--- src/rtl/vga_pkg.sv ---
// Shared VGA timing package: default 640x480@60 timing constants, totals,
// the 10-bit coordinate type and a half-open span helper for sync decode.
// Imported by the timing generator, its axis counters and overlay generators.
package vga_pkg;

  localparam int COORD_W   = 10;

  localparam int H_VISIBLE = 640;
  localparam int H_FRONT   = 16;
  localparam int H_SYNC    = 96;
  localparam int H_BACK    = 48;
  localparam int V_VISIBLE = 480;
  localparam int V_FRONT   = 10;
  localparam int V_SYNC    = 2;
  localparam int V_BACK    = 33;

  localparam int H_TOTAL   = H_VISIBLE + H_FRONT + H_SYNC + H_BACK;  // 800
  localparam int V_TOTAL   = V_VISIBLE + V_FRONT + V_SYNC + V_BACK;  // 525

  typedef logic [COORD_W-1:0] coord_t;

  // True when lo <= v < hi.
  function automatic logic in_span(input coord_t v, input coord_t lo, input coord_t hi);
    return (v >= lo) && (v < hi);
  endfunction

endpackage

--- src/rtl/vga_axis_counter.sv ---
// Wrap counter for one screen axis: counts 0..LAST, wraps to 0 on en at LAST.
// Latency: value updates one clk after en; value_next/at_last are combinational.
// Backpressure: none; en is the only advance qualifier.
// Ports: clk, rst (sync, active-high), en (advance), value (registered count),
//        value_next (count after this edge), at_last (value == LAST).
module vga_axis_counter
  import vga_pkg::*;
#(
  parameter int LAST = 799
) (
  input  logic   clk,
  input  logic   rst,
  input  logic   en,
  output coord_t value,
  output coord_t value_next,
  output logic   at_last
);

  localparam coord_t LAST_C = coord_t'(LAST);

  assign at_last = (value == LAST_C);

  always_comb begin
    value_next = value;
    if (en) begin
      value_next = at_last ? '0 : value + 1'b1;
    end
  end

  always_ff @(posedge clk) begin
    if (rst) begin
      value <= '0;
    end else begin
      value <= value_next;
    end
  end

endmodule

--- src/rtl/vga_timing_gen.sv ---
// VGA raster timing generator: x/y counters plus registered hsync, vsync,
// active, line_end and frame_start; all outputs registered, zero skew to x/y.
// Latency: one clk from a ce advance to the new coordinate and its decodes.
// Backpressure: ce=0 freezes every output; line_end/frame_start drop to 0.
// Ports: clk, rst (sync, active-high), ce (pixel advance), x, y, hsync/vsync
//        (active low), active, line_end, frame_start, frame_cnt[7:0].
// Optional: define VGA_FRAME_CNT_EN for a live frame counter; otherwise
//        frame_cnt is constant 0 and no counter flops are built.
module vga_timing_gen #(
  parameter int H_VISIBLE = vga_pkg::H_VISIBLE,
  parameter int H_FRONT   = vga_pkg::H_FRONT,
  parameter int H_SYNC    = vga_pkg::H_SYNC,
  parameter int H_BACK    = vga_pkg::H_BACK,
  parameter int V_VISIBLE = vga_pkg::V_VISIBLE,
  parameter int V_FRONT   = vga_pkg::V_FRONT,
  parameter int V_SYNC    = vga_pkg::V_SYNC,
  parameter int V_BACK    = vga_pkg::V_BACK
) (
  input  logic                       clk,
  input  logic                       rst,
  input  logic                       ce,
  output logic [vga_pkg::COORD_W-1:0] x,
  output logic [vga_pkg::COORD_W-1:0] y,
  output logic                       hsync,
  output logic                       vsync,
  output logic                       active,
  output logic                       line_end,
  output logic                       frame_start,
  output logic [7:0]                 frame_cnt
);

  import vga_pkg::*;

  localparam int LINE_LEN  = H_VISIBLE + H_FRONT + H_SYNC + H_BACK;
  localparam int FRAME_LEN = V_VISIBLE + V_FRONT + V_SYNC + V_BACK;

  localparam coord_t H_VIS_C = coord_t'(H_VISIBLE);
  localparam coord_t V_VIS_C = coord_t'(V_VISIBLE);
  localparam coord_t HS_BEG  = coord_t'(H_VISIBLE + H_FRONT);
  localparam coord_t HS_END  = coord_t'(H_VISIBLE + H_FRONT + H_SYNC);
  localparam coord_t VS_BEG  = coord_t'(V_VISIBLE + V_FRONT);
  localparam coord_t VS_END  = coord_t'(V_VISIBLE + V_FRONT + V_SYNC);

  coord_t x_next;
  coord_t y_next;
  logic   x_last;
  logic   y_last;
  logic   frame_wrap;

  vga_axis_counter #(.LAST(LINE_LEN - 1)) u_x_cnt (
    .clk        (clk),
    .rst        (rst),
    .en         (ce),
    .value      (x),
    .value_next (x_next),
    .at_last    (x_last)
  );

  // y only moves on the advance that wraps x.
  vga_axis_counter #(.LAST(FRAME_LEN - 1)) u_y_cnt (
    .clk        (clk),
    .rst        (rst),
    .en         (ce & x_last),
    .value      (y),
    .value_next (y_next),
    .at_last    (y_last)
  );

  assign frame_wrap = ce & x_last & y_last;

  // Decodes are taken from the counters' next values so they land in the
  // same cycle as the coordinate they describe.
  always_ff @(posedge clk) begin
    if (rst) begin
      hsync       <= 1'b1;
      vsync       <= 1'b1;
      active      <= 1'b1;
      line_end    <= 1'b0;
      frame_start <= 1'b0;
    end else begin
      line_end    <= ce & x_last;
      frame_start <= frame_wrap;
      if (ce) begin
        hsync  <= ~in_span(x_next, HS_BEG, HS_END);
        vsync  <= ~in_span(y_next, VS_BEG, VS_END);
        active <= (x_next < H_VIS_C) && (y_next < V_VIS_C);
      end
    end
  end

`ifdef VGA_FRAME_CNT_EN
  logic [7:0] frame_cnt_q;

  // Steps on the same edge that raises frame_start; wraps mod 256.
  always_ff @(posedge clk) begin
    if (rst) begin
      frame_cnt_q <= '0;
    end else if (frame_wrap) begin
      frame_cnt_q <= frame_cnt_q + 8'd1;
    end
  end

  assign frame_cnt = frame_cnt_q;
`else
  assign frame_cnt = '0;
`endif

endmodule

--- config.mk ---
export PLATFORM = sky130hd
export DESIGN_NAME = vga_timing_gen
export DESIGN_NICKNAME = d
export VERILOG_FILES = /design/src/rtl/vga_pkg.sv /design/src/rtl/vga_axis_counter.sv /design/src/rtl/vga_timing_gen.sv
export SDC_FILE = /design/constraint.sdc
export NUM_CORES = 1
export LEC_CHECK = 0
export BUFFER_PORTS_ARGS = -buffer_cell sky130_fd_sc_hd__buf_2
export CAP_MARGIN = 40
export CORE_ASPECT_RATIO = 1.2
export CORE_UTILIZATION = 52
export CTS_CLUSTER_SIZE = 8
export DETAILED_ROUTE_END_ITERATION = 16
export GPL_TIMING_DRIVEN = 0
export PLACE_DENSITY_LB_ADDON = 0.05
export REMOVE_ABC_BUFFERS = 1
export SLEW_MARGIN = 20
export SYNTH_ARGS = -nofsm -noshare
export SYNTH_HDL_FRONTEND = slang
export SYNTH_HIERARCHICAL = 1
export SYNTH_SLANG_ARGS = --single-unit
export TNS_END_PERCENT = 100
--- constraint.sdc ---
create_clock -name clk -period 3.2 [get_ports clk]
set_input_delay 0.64 -clock clk [delete_from_list [all_inputs] [get_ports clk]]
set_output_delay 0.64 -clock clk [all_outputs]
set_load 0.03 [all_outputs]
==> reports/metrics.cfg, run 1 <==
[route]
viasPerCell = 5.19
wl_um = 2670
drc = 0
via_count = 1136
wire_per_inst_um = 12.2
drt_first_pass_iters = 4
drtIter0Drc = 20
detail-route-antenna-nets = 0

[sta]
post-route-period-util = 0.861
tns_ns = 0
period_minus_slack_ns = 2.75
hold_slack_ns = 0.484
slew_violations = 0
finalSetupViolCount = 0
hold_violations = 0
fmax_mhz = 363
worst_clock_skew_ns = 0.0132
rsz0062_at_grt = false

[clock_network]
post_cts_buffers = 0
hold_buffers = 0
insertion_delay_ns = 0.31
ctsLongestPathBuffers = 2
cts_root_buf = clkbuf_4
cts_tree = yes
numCtsBuffers = 3
cts_resized = 0
cts.clk_slew.worst_paths_ns = 0.14
cts.sinks = 25
htreeDepth = 1

[setup_path]
startpoint_type = register
crit_chain = ha_1 -> and4_4 -> nand3_2 -> inv_2 -> nand2_1 -> inv_1 -> nand2_4 -> nor4_4 -> xnor2_1 -> nor2_1 -> nor4_1 -> a21oi_1
crit_family = simple AND/OR/NAND/NOR gates
reg2reg_slack_ns = 0.45
path_buf_inv = 2
rr_worst_depth = 12
end_kind = register
arrival_ns = 2.97
setup.worst_path.class = reg2reg
rr_endpoint = vsync
slowest_stage = dfxtp_1
crit_fanout = 8
crit_required_ns = 3.41
reg2reg_from = u_x_cnt/value[0]
cpPeakStageDelay_ns = 0.48

[logic_synthesis]
synth_area_sq_mm = 0.00141
synth_cells = 158
syn_area_per_cell_sq_um = 8.91
yosys_warnings = 6

[layout]
syn2layout_area_growth_pct = 11.0
layout_common_cells = buf_2, dfxtp_1, nand3_1, nand2_1, nor2_1
antenna_cells = 0
final_nets = 193
mostFrequentLayoutCell = buf_2
drive_gt1_frac = 0.306

[die]
dieArea_sq_mm = 0.00292
pin_count = 36
start_util = 0.551
fp.dieW_um = 49.5
core_area_sq_mm = 0.00255
num_rows = 20
dieHeight_um = 59.0

[grt]
globalRouteOverflowTotal = 0
grt_pass1_vias = 1069
grt_pass1_wl_um = 4630
grt_max_degree = 21
antenna_found_initial = 0
track_usage = 0.207

[power_and_ir_drop]
ir_worst_vdd_mv = 0.182
p_leak_uw = 0.000701
netSwitchingPower_uw = 125
p_sw_frac = 0.253
power_density_mw_per_mm2 = 315
power_frac_seq = 0.644
comb_power_share = 0.078
p_clk_frac = 0.278
p_int_uw = 368

[status]
outcome = finished, final reports clean

[run]
drv_cap = 0

[hold_path]
hp-class = reg2reg
holdPathEnd = hsync
min_path_cells = 2
hp-start = hsync

[placed_design]
place.port_buffers = 27
gp_congestion = 0.780
hpwl_um = 2050

flip-flops by register name, indices dropped and copies added (netlist names):
| register | count |
|---|---|
| active | 1 |
| frame_start | 1 |
| u_x_cnt/value | 10 |
| vsync | 1 |
| hsync | 1 |
| line_end | 1 |
| u_y_cnt/value | 10 |
cell type report:
cell class	count	area, sq um
multi-input cells	122	828
fillers	260	990
clock buffers	3	22.5
inverters	8	30.0
repair buffers	27	135
flip-flops and latches	25	500
clock inverters	1	5.00
well taps	33	41.3
worst max path at each step:
stage                          start     to  cells past startpoint
global route        u_x_cnt/value[0]  vsync                     12
detailed placement  u_x_cnt/value[0]  vsync                     12
floorplan           u_x_cnt/value[0]  vsync                     12
finish              u_x_cnt/value[0]  vsync                     12
CTS                 u_x_cnt/value[0]  vsync                     12
global placement    u_x_cnt/value[0]  vsync                     12
power groups by stage:
stage / registers [uW] / clock network [uW] / logic [uW]
floorplan: 329 / 0 / 21.6
detailed placement: 324 / 0 / 38.3
finish: 317 / 137 / 38.5
global route: 319 / 163 / 42.1
CTS: 318 / 144 / 38.5
global placement: 324 / 0 / 37.8
worst reg2reg max path, cell delays in order (launching register included):
cell and delay (ns):
dfxtp_1 0.48, ha_1 0.26, and4_4 0.26, nand3_2 0.13
inv_2 0.13, nand2_1 0.08, inv_1 0.23, nand2_4 0.13
nor4_4 0.29, xnor2_1 0.19, nor2_1 0.09, nor4_1 0.30
a21oi_1 0.09
through the flow:
stage	area, sq um	power (uW)	cells	util	setup WS (ns)
3_3_place_gp	1540	362	215	0.601	0.417
5_1_grt	1560	523	219	0.612	0.0951
2_1_floorplan	1360	350	155	-	0.565
3_5_place_dp	1540	363	215	0.601	0.434
4_1_cts	1560	500	219	0.612	0.408
6_report	1560	493	219	0.612	0.446
metal layers:
metal,vias up,wire length (um),GRT usage
met3,2,100,0.0231
li1,582,-,-
met2,32,1380,0.399
met4,0,20,0.0735
met5,-,0,0
met1,520,1170,0.236
(Power assumes the default switching activity.)
==> run 2: changes to the inputs <==
Settings changed: CORE_ASPECT_RATIO 1.2 to 2.
==> run 2 against run 1 <==
Utilization barely moved. Design area rose by 0.72%. Cell count fell by 2.3%. Power grew 8.8%. Global-route usage rose by 1.4 points. Sequential cell count is the same. Sequential share of layout area down 0.23 points. Setup slack got worse by 0.11 ns. Combinational power about the same. Via count rose by 1.8%. Die area grew 0.40%. Count of clock-buffer cells in the layout up 1. Critical endpoint unchanged.
==> reports/metrics.cfg, run 2 (synthesis results as in run 1) <==
[power_and_ir_drop]
ir_worst_vdd_mv = 0.266
power_density_mw_per_mm2 = 341
p_leak_uw = 0.000706

[sta]
slew_violations = 0
finalSetupViolCount = 0
post-route-period-util = 0.895
rsz0062_at_grt = false
hold_slack_ns = 0.478
tns_ns = 0
worst_clock_skew_ns = 0.00139
fmax_mhz = 349
period_minus_slack_ns = 2.86
hold_violations = 0

[route]
drtIter0Drc = 20
drt_first_pass_iters = 4
viasPerCell = 5.40
wire_per_inst_um = 13.4
via_count = 1156
drc = 0
wl_um = 2870
detail-route-antenna-nets = 0

[layout]
antenna_cells = 0
final_cells = 214
drive_gt1_frac = 0.301
top_regs = u_x_cnt/value (10), u_y_cnt/value (10)
layout_common_cells = buf_2, dfxtp_1, nand3_1, nand2_1, nor2_1
final_nets = 193
syn2layout_area_growth_pct = 11.8
mostFrequentLayoutCell = buf_2

[grt]
antenna_found_initial = 0
grt_max_degree = 21
track_usage = 0.222
grt_pass1_wl_um = 4620
globalRouteOverflowTotal = 0
grt_pass1_vias = 1071

[setup_path]
end_kind = register
slowest_stage = dfxtp_1
crit_fanout = 8
rr_worst_depth = 12
reg2reg_from = u_x_cnt/value[0]
setup.worst_path.class = reg2reg
arrival_ns = 3.00
timing.critical_path.from = u_x_cnt/value[0]
startpoint_type = register
reg2reg_slack_ns = 0.34
crit_required_ns = 3.34
cpPeakStageDelay_ns = 0.46
rr_endpoint = vsync
crit_chain = ha_1 -> and4_4 -> nand3_2 -> inv_2 -> nand2_1 -> inv_1 -> nand2_4 -> nor4_4 -> xnor2_1 -> nor2_1 -> nor4_1 -> a21oi_1

[clock_network]
ctsLongestPathBuffers = 2
cts_resized = 0
htreeDepth = 1
numCtsBuffers = 3
cts.sinks = 25
hold_buffers = 0
cts.clk_slew.worst_paths_ns = 0.08
post_cts_buffers = 0
insertion_delay_ns = 0.26
cts_tree = yes
cts_root_buf = clkbuf_8

[die]
fp.dieW_um = 38.8
dieArea_sq_mm = 0.00293
num_rows = 26
start_util = 0.548
core_area_sq_mm = 0.00257
dieHeight_um = 75.6
pin_count = 36

[hold_path]
hp-class = reg2reg
holdPathEnd = hsync
hp-start = hsync
min_path_cells = 2

[placed_design]
place.port_buffers = 27
hpwl_um = 2290
dp.cells = 210
gp_congestion = 0.691

[status]
outcome = finished, final reports clean

[run]
drv_cap = 0

[run 2: changes by cell type in the layout (fill, tap and decap cells not counted)]
cell | before | now
clkbuf_1 | 0 | 1
clkbuf_4 | 3 | 0
clkbuf_8 | 0 | 3
clkinv_2 | 1 | 0
[run 2: report_power, final]
part | total (uW) | internal (uW) | switching [uW]
Combinational | 38.7 | 7.91 | 30.8
Sequential | 317 | 313 | 3.66
Clock | 180 | 88.8 | 91.7
[run 2: how the worst max path moves through the flow]
stage,depth (start not counted),endpoint
finish,12,vsync
global route,12,vsync
CTS,12,vsync
detailed placement,12,vsync
global placement,12,vsync
floorplan,12,vsync
[run 2: area by class of cell]
cell class | instances | area [sq um]
inverters | 8 | 30.0
multi-input cells | 122 | 828
flip-flops and latches | 25 | 500
clock buffers | 4 | 45.0
repair buffers | 27 | 135
well taps | 28 | 35.0
fillers | 243 | 996
[run 2: stage by stage]
stage	total power (uW)	setup slack [ns]	area (sq um)	util
final	536	0.336	1570	0.612
after global routing	559	0.0661	1570	0.612
after CTS	545	0.298	1570	0.612
after detailed placement	363	0.337	1530	0.595
after global placement	362	0.386	1530	0.595
after floorplan	350	0.565	1360	-
[run 2: critical path, delay by kind of cell (launching register included)]
family	cells	cell delay, ns
AOI/OAI and AO/OA	1	0.11
xor gates and xnor gates	1	0.21
adders and majority gates	1	0.26
buffers and inverters	2	0.37
DFF	1	0.46
and+or+nand+nor	7	1.32
[run 2: metal layers]
layer  vias to the layer above  track usage  wire (um)
li1                        581            -          -
met5                         -            0          0
met1                       553        0.222       1040
met3                         2       0.0175         55
met2                        20        0.433       1750
met4                         0       0.0920         27
